==> src/rtl/elevator_scan_ctrl.sv <==
// rtl/elevator_scan_ctrl.sv - N-floor SCAN elevator controller with door timer
// Purpose: latches car and hall requests, serves them in SCAN order and drives
//   the motor command, floor display and door. Optional feature macro:
//   ELEV_DOOR_HOLD_EN adds a door_hold input that keeps the door open.
// Ports:
//   clk        system clock, rising edge
//   rst        synchronous reset, active-low
//   sensor     one-hot floor arrival pulse
//   car_btn    in-car floor buttons (pulses)
//   hall_up    hall up buttons (top floor bit ignored)
//   hall_dn    hall down buttons (bottom floor bit ignored)
//   door_hold  (ELEV_DOOR_HOLD_EN only) reload door timer while high in DOOR
//   ac         motor command: 00 stop, 01 up, 10 down
//   display    current floor index
//   door_open  door drive
//   pending    per-floor OR of latched requests
module elevator_scan_ctrl #(
  parameter int FLOORS      = 4,
  parameter int FW          = 2,
  parameter int DOOR_CYCLES = 8
) (
  input  logic              clk,
  input  logic              rst,
  input  logic [FLOORS-1:0] sensor,
  input  logic [FLOORS-1:0] car_btn,
  input  logic [FLOORS-1:0] hall_up,
  input  logic [FLOORS-1:0] hall_dn,
`ifdef ELEV_DOOR_HOLD_EN
  input  logic              door_hold,
`endif
  output logic [1:0]        ac,
  output logic [FW-1:0]     display,
  output logic              door_open,
  output logic [FLOORS-1:0] pending
);

  localparam int CW = (DOOR_CYCLES > 1) ? $clog2(DOOR_CYCLES) : 1;
  localparam logic [CW-1:0]     CNT_LOAD = CW'(DOOR_CYCLES - 1);
  localparam logic [FLOORS-1:0] ONES     = '1;
  localparam logic [FLOORS-1:0] ONE      = FLOORS'(1);
  localparam logic [FLOORS-1:0] UP_OK    = ~(ONE << (FLOORS - 1));
  localparam logic [FLOORS-1:0] DN_OK    = ~ONE;
  localparam logic [FW-1:0]     TOP      = FW'(FLOORS - 1);

  typedef enum logic [1:0] {IDLE, MOVE_UP, MOVE_DN, DOOR} state_t;

  state_t            state_q, state_d;
  logic              dir_up_q, dir_up_d;
  logic [FW-1:0]     floor_q, floor_d;
  logic [CW-1:0]     cnt_q, cnt_d;
  logic [FLOORS-1:0] car_q, car_d, up_q, up_d, dn_q, dn_d;

  logic [FLOORS-1:0] req, cur_oh, f_oh;
  logic [FW-1:0]     f;
  logic              arr_up, arr_dn, f_above, f_below, f_end;
  logic              stop, absorb, srv_up, ahead, hold;
  logic [FLOORS-1:0] clr_car, clr_up, clr_dn, abs_car, abs_up, abs_dn;

`ifdef ELEV_DOOR_HOLD_EN
  assign hold = door_hold;
`else
  assign hold = 1'b0;
`endif

  assign req    = car_q | up_q | dn_q;
  assign cur_oh = ONE << floor_q;

  // f is the floor being evaluated this cycle: the arrival floor on an
  // accepted sensor pulse, otherwise the current floor.
  always_comb begin
    arr_up = (state_q == MOVE_UP) && (sensor != '0) && (sensor == (cur_oh << 1));
    arr_dn = (state_q == MOVE_DN) && (sensor != '0) && (sensor == (cur_oh >> 1));
    if (arr_up)      f = floor_q + 1'b1;
    else if (arr_dn) f = floor_q - 1'b1;
    else             f = floor_q;
    f_oh    = ONE << f;
    f_above = |(req & ((ONES << f) << 1));
    f_below = |(req & ~(ONES << f));
    f_end   = (f == TOP) || (f == '0);
  end

  always_comb begin
    state_d  = state_q;
    dir_up_d = dir_up_q;
    floor_d  = floor_q;
    cnt_d    = cnt_q;
    stop     = 1'b0;
    absorb   = 1'b0;
    srv_up   = dir_up_q;
    case (state_q)
      IDLE: begin
        if (|(req & f_oh)) begin
          // Serve the opposite direction only when its hall call is the one lit here.
          srv_up   = dir_up_q ? !(|(dn_q & f_oh) && !(|(up_q & f_oh)))
                              :  (|(up_q & f_oh) && !(|(dn_q & f_oh)));
          dir_up_d = srv_up;
          stop     = 1'b1;
          state_d  = DOOR;
          cnt_d    = CNT_LOAD;
        end else if (f_above && (dir_up_q || !f_below)) begin
          state_d  = MOVE_UP;
          dir_up_d = 1'b1;
        end else if (f_below) begin
          state_d  = MOVE_DN;
          dir_up_d = 1'b0;
        end
      end
      MOVE_UP: begin
        srv_up = 1'b1;
        if (arr_up) begin
          floor_d = f;
          if (|(f_oh & (car_q | up_q)) || (|(f_oh & dn_q) && !f_above) || (f == TOP)) begin
            stop    = 1'b1;
            state_d = DOOR;
            cnt_d   = CNT_LOAD;
          end
        end
      end
      MOVE_DN: begin
        srv_up = 1'b0;
        if (arr_dn) begin
          floor_d = f;
          if (|(f_oh & (car_q | dn_q)) || (|(f_oh & up_q) && !f_below) || (f == '0)) begin
            stop    = 1'b1;
            state_d = DOOR;
            cnt_d   = CNT_LOAD;
          end
        end
      end
      DOOR: begin
        absorb = 1'b1;
        if (hold)                cnt_d   = CNT_LOAD;
        else if (cnt_q == '0)    state_d = IDLE;
        else                     cnt_d   = cnt_q - 1'b1;
      end
      default: state_d = IDLE;
    endcase

    // A stop clears the departure-direction hall call; when nothing lies
    // ahead (reversal) or at an end floor both hall calls are served.
    ahead   = srv_up ? f_above : f_below;
    clr_car = stop ? f_oh : '0;
    clr_up  = (stop && (srv_up  || !ahead || f_end)) ? f_oh : '0;
    clr_dn  = (stop && (!srv_up || !ahead || f_end)) ? f_oh : '0;
    // Presses for the floor being served are swallowed while the door cycle runs.
    abs_car = (stop || absorb) ? f_oh : '0;
    abs_up  = ((stop || absorb) && srv_up)  ? f_oh : '0;
    abs_dn  = ((stop || absorb) && !srv_up) ? f_oh : '0;
    car_d   = (car_q & ~clr_car) | (car_btn & ~abs_car);
    up_d    = (up_q  & ~clr_up)  | (hall_up & UP_OK & ~abs_up);
    dn_d    = (dn_q  & ~clr_dn)  | (hall_dn & DN_OK & ~abs_dn);
  end

  always_ff @(posedge clk) begin
    if (!rst) begin
      state_q  <= IDLE;
      dir_up_q <= 1'b1;
      floor_q  <= '0;
      cnt_q    <= '0;
      car_q    <= '0;
      up_q     <= '0;
      dn_q     <= '0;
    end else begin
      state_q  <= state_d;
      dir_up_q <= dir_up_d;
      floor_q  <= floor_d;
      cnt_q    <= cnt_d;
      car_q    <= car_d;
      up_q     <= up_d;
      dn_q     <= dn_d;
    end
  end

  assign ac        = (state_q == MOVE_UP) ? 2'b01 : (state_q == MOVE_DN) ? 2'b10 : 2'b00;
  assign display   = floor_q;
  assign door_open = (state_q == DOOR);
  assign pending   = req;

endmodule

==> config.mk <==
export PLATFORM = sky130hd
export DESIGN_NAME = elevator_scan_ctrl
export DESIGN_NICKNAME = d
export VERILOG_FILES = /design/src/rtl/elevator_scan_ctrl.sv
export SDC_FILE = /design/constraint.sdc
export NUM_CORES = 1
export LEC_CHECK = 0
export BUFFER_PORTS_ARGS = -buffer_cell sky130_fd_sc_hd__buf_2
export CAP_MARGIN = 20
export CORE_MARGIN = 3
export CORE_UTILIZATION = 30
export CTS_BUF_LIST = sky130_fd_sc_hd__clkbuf_4 sky130_fd_sc_hd__clkbuf_8
export DETAILED_ROUTE_END_ITERATION = 7
export PLACE_DENSITY_LB_ADDON = 0.3
export RECOVER_POWER = 100
export SYNTH_ARGS = -nofsm -noshare
export SYNTH_HDL_FRONTEND = slang
export SYNTH_SLANG_ARGS = --single-unit
==> constraint.sdc <==
create_clock -name clk -period 5.3 [get_ports clk]
set_clock_uncertainty 0.2 [all_clocks]
set_input_delay 0.265 -clock clk [delete_from_list [all_inputs] [get_ports clk]]
set_output_delay 0.265 -clock clk [all_outputs]
set_load 0.01 [all_outputs]
==> results.md <==
- ANT cells: 0
- Async S/R FF share, synth: 0%
- RSZ-0062 raised after global routing: false
- Final TNS setup: 0 ns
- Die H: 82.7 um
- Synthesized Nets: 258
- Vias in the first global route: 1595
- Die Width: 82.7 um
- Leakage Power: 0.775 nW
- Hold path start: hall_dn[1]
- Post CTS Setup Buffer Count: 0
- First-pass GRT wire length: 7830 um
- Tmin final: 4.52 ns
- Slowest-stage cell, CP: dfxtp_1
- Status: finished, final reports clean
- Placed Cells: 312
- Die area: 6840 um^2
- Post-cts repair resize count: 0
- CTS max path bufs: 2
- Clock root buffer: clkbuf_8
- Synth top area share: 22.7%
- Synth Instances: 224
- # rows: 27
- Via count: 1738
- Worst Max-Slew Pin Slew: 0.573 ns
- Final WS setup: 0.779 ns
- Clk slew on worst S/H paths: 0.08 ns
- Synth area leaders: dfxtp_1, ha_1, nand2_1
- Final std cells w/o fill: 316
- Core area: 5610 um^2
- Drc violations: 0
- Routed vias/inst: 5.50
- Worst Hold Class: input port to register
- Initial drt markers: 142
- Inserted Clock Buffers: 3
- CTS Sinks: 20
- Startpoint types: register
- Pre-Repair DR Iteration Count: 4
- Count of final hold-check violations: 0
- RR Endpoint: up_q[2]
- Max Cap Viol: 0
- Critical path buffer and inverter count: 2
- Max Clk Rate: 0.221 GHz
- Tcrit/Tclk final: 85.3%
- Seq/Total Area, Yosys: 22.7%
- Worst-Skew Late Latency: 0.27 ns
- Pre-CTS setup slack: 0.846 ns
- Initial antenna violation count: 0
- Fillers: 626
- Post-synthesis register bit count: 20
- Relative slew slack: 61.4%
- CP arrival: 4.46 ns
- Grt ovf: 0
- Largest net degree at the start of global routing: 23
- Worst-path cell chain: inv_1 > ha_1 > xor2_1 > nor3b_1 > nand2_1 > nand2_1 > xnor2_1 > inv_1 > ha_1 > a22oi_1 > and2_0 > o31a_2 > o22a_1 > a21oi_1 > o21a_1 > o221ai_1
- Hold EP: dn_q[1]
- Hold buffer count at cts: 0
- Final wirelength: 4750 um
- Nets: 279
- Launching point of the worst reg2reg path: display[1]
- Hold path depth: 3
- Leading area contributor after synthesis: dfxtp_1
- Final GP Congestion: 0.827
- Pwr Density: 634 nW/um^2
- Most numerous cell in the Yosys netlist: nand2_1
- Synth warnings: 0
- Worst path required time: 5.24 ns
- Wirelength per Cell: 15.0 um
- Power, Total: 1.25 mW
- CTS tree: built
- Antenna Nets Post-Route: 0
- Maximum vdd ir drop: 0.000165 V
- R2R depth: 16
- R2R Setup Slk: 0.78 ns
- Hpwl dp: 3660 um
- Synth Cell Area: 1770 um^2
- Delay-heaviest family, CP: compound AO/OA/AOI/OAI gates
- Slew Viols, Final: 0
- Area Overhead vs Synth: 11.8%
- Syn Area/Cell: 7.88 um^2
- Post-synth top cells: nand2_1, dfxtp_1, inv_1, ha_1, o21ai_0
- CP Class: register to register
- Share of layout cells above drive strength 1: 12.7%
- Main flop type after synthesis: dfxtp_1
- Final Setup Violations: 0
- Worst Setup End Kind: register
- Gr usage total: 14.9%
- Port bufs: 24
- Post-synth cell types: 59
- IO Count: 27
- Critical path peak fanout: 9
- Post-synth EDFFs: 0
- Initial Utilization: 31.5%
- Critical Path Max Stage Delay: 0.43 ns
- H-tree levels: 1
## cells by family (layout without fill, tap and decap cells)
family	Yosys count	count (layout)	synth area share, %
buffers and inverters	29	49	7.23
xor gates and xnor gates	8	8	3.97
muxes	1	1	0.638
AOI/OAI and AO/OA	78	78	33.2
adders and majority gates	16	16	11.3
and+or+nand+nor	72	72	20.9
DFF	20	20	22.7
## worst reg2reg max path, stage by stage, from the launching register on
cell and delay (ns):
dfxtp_1 0.43, inv_1 0.13, ha_1 0.23, xor2_1 0.17, nor3b_1 0.33, nand2_1 0.33
nand2_1 0.16, xnor2_1 0.12, inv_1 0.13, ha_1 0.34, a22oi_1 0.17, and2_0 0.22
o31a_2 0.36, o22a_1 0.20, a21oi_1 0.39, o21a_1 0.32, o221ai_1 0.16
## area by class of cell
cell class	instances	area, um^2	share of cell area [%]
Clock buffer	3	41.3	2.09
Clock inverter	1	30.0	1.52
Inverter	21	78.8	3.99
Multi-Input combinational cell	175	1220	62.0
Sequential cell	20	400	20.3
Tap cell	72	90.1	4.56
Timing Repair Buffer	24	109	5.51
## how the worst max path moves through the flow
stage / cells past startpoint / to / from / slack [ns]
detailed placement: 15 / up_q[2] / display[1] / 0.85
finish: 16 / up_q[2] / display[1] / 0.78
global placement: 14 / up_q[2] / display[0] / 0.90
floorplan: 15 / state_q[1] / display[0] / 1.30
CTS: 15 / up_q[2] / display[1] / 0.81
global route: 15 / state_q[1] / display[1] / 0.40
## report_power, final
group,leakage (nW),internal (mW),switching [mW],total (mW)
sequential,0.167,0.200,0.0519,0.252
clock,0.0357,0.101,0.0557,0.157
combinational,0.572,0.325,0.518,0.844
## layout by cell type, fill, tap and decap left out, drive strengths merged, types with 3 or more instances in the layout
cell type / instances
nor3: 8
ha: 16
a21oi: 15
xnor2: 6
nand3: 4
nand4: 4
and2: 3
o32ai: 3
or2: 3
buf: 15
dfxtp: 20
o211ai: 5
a211o: 3
clkbuf: 12
o221ai: 3
nand2: 23
a211oi: 6
a22o: 3
or3: 3
and4: 3
nor2: 11
and3: 4
inv: 20
o21ai: 16
## stage by stage
step	instance area, um^2	utilization, %	hold WS [ns]
finish	1970	35.2	0.0308
CTS	2000	35.6	0.0309
detailed placement	1930	34.4	0.255
global placement	1930	34.4	0.246
floorplan	1770	-	0.213
global route	1970	35.2	0.0572
## metal layers
metal  track usage (%)  share of wire (%)  vias to the layer above
li1                  -                  -                      870
met3              2.28                7.7                        7
met2              23.5                 44                       63
met5                 0                  0                        -
met1              20.8                 46                      798
met4              4.58                1.6                        0
## registers in the layout, indices dropped and copies added (netlist names)
register and flops:
dn_q 4, display 2, car_q 4, up_q 4
dir_up_q 1, cnt_q 3, state_q 2
Note: power is estimated with default switching activity, not from simulation.
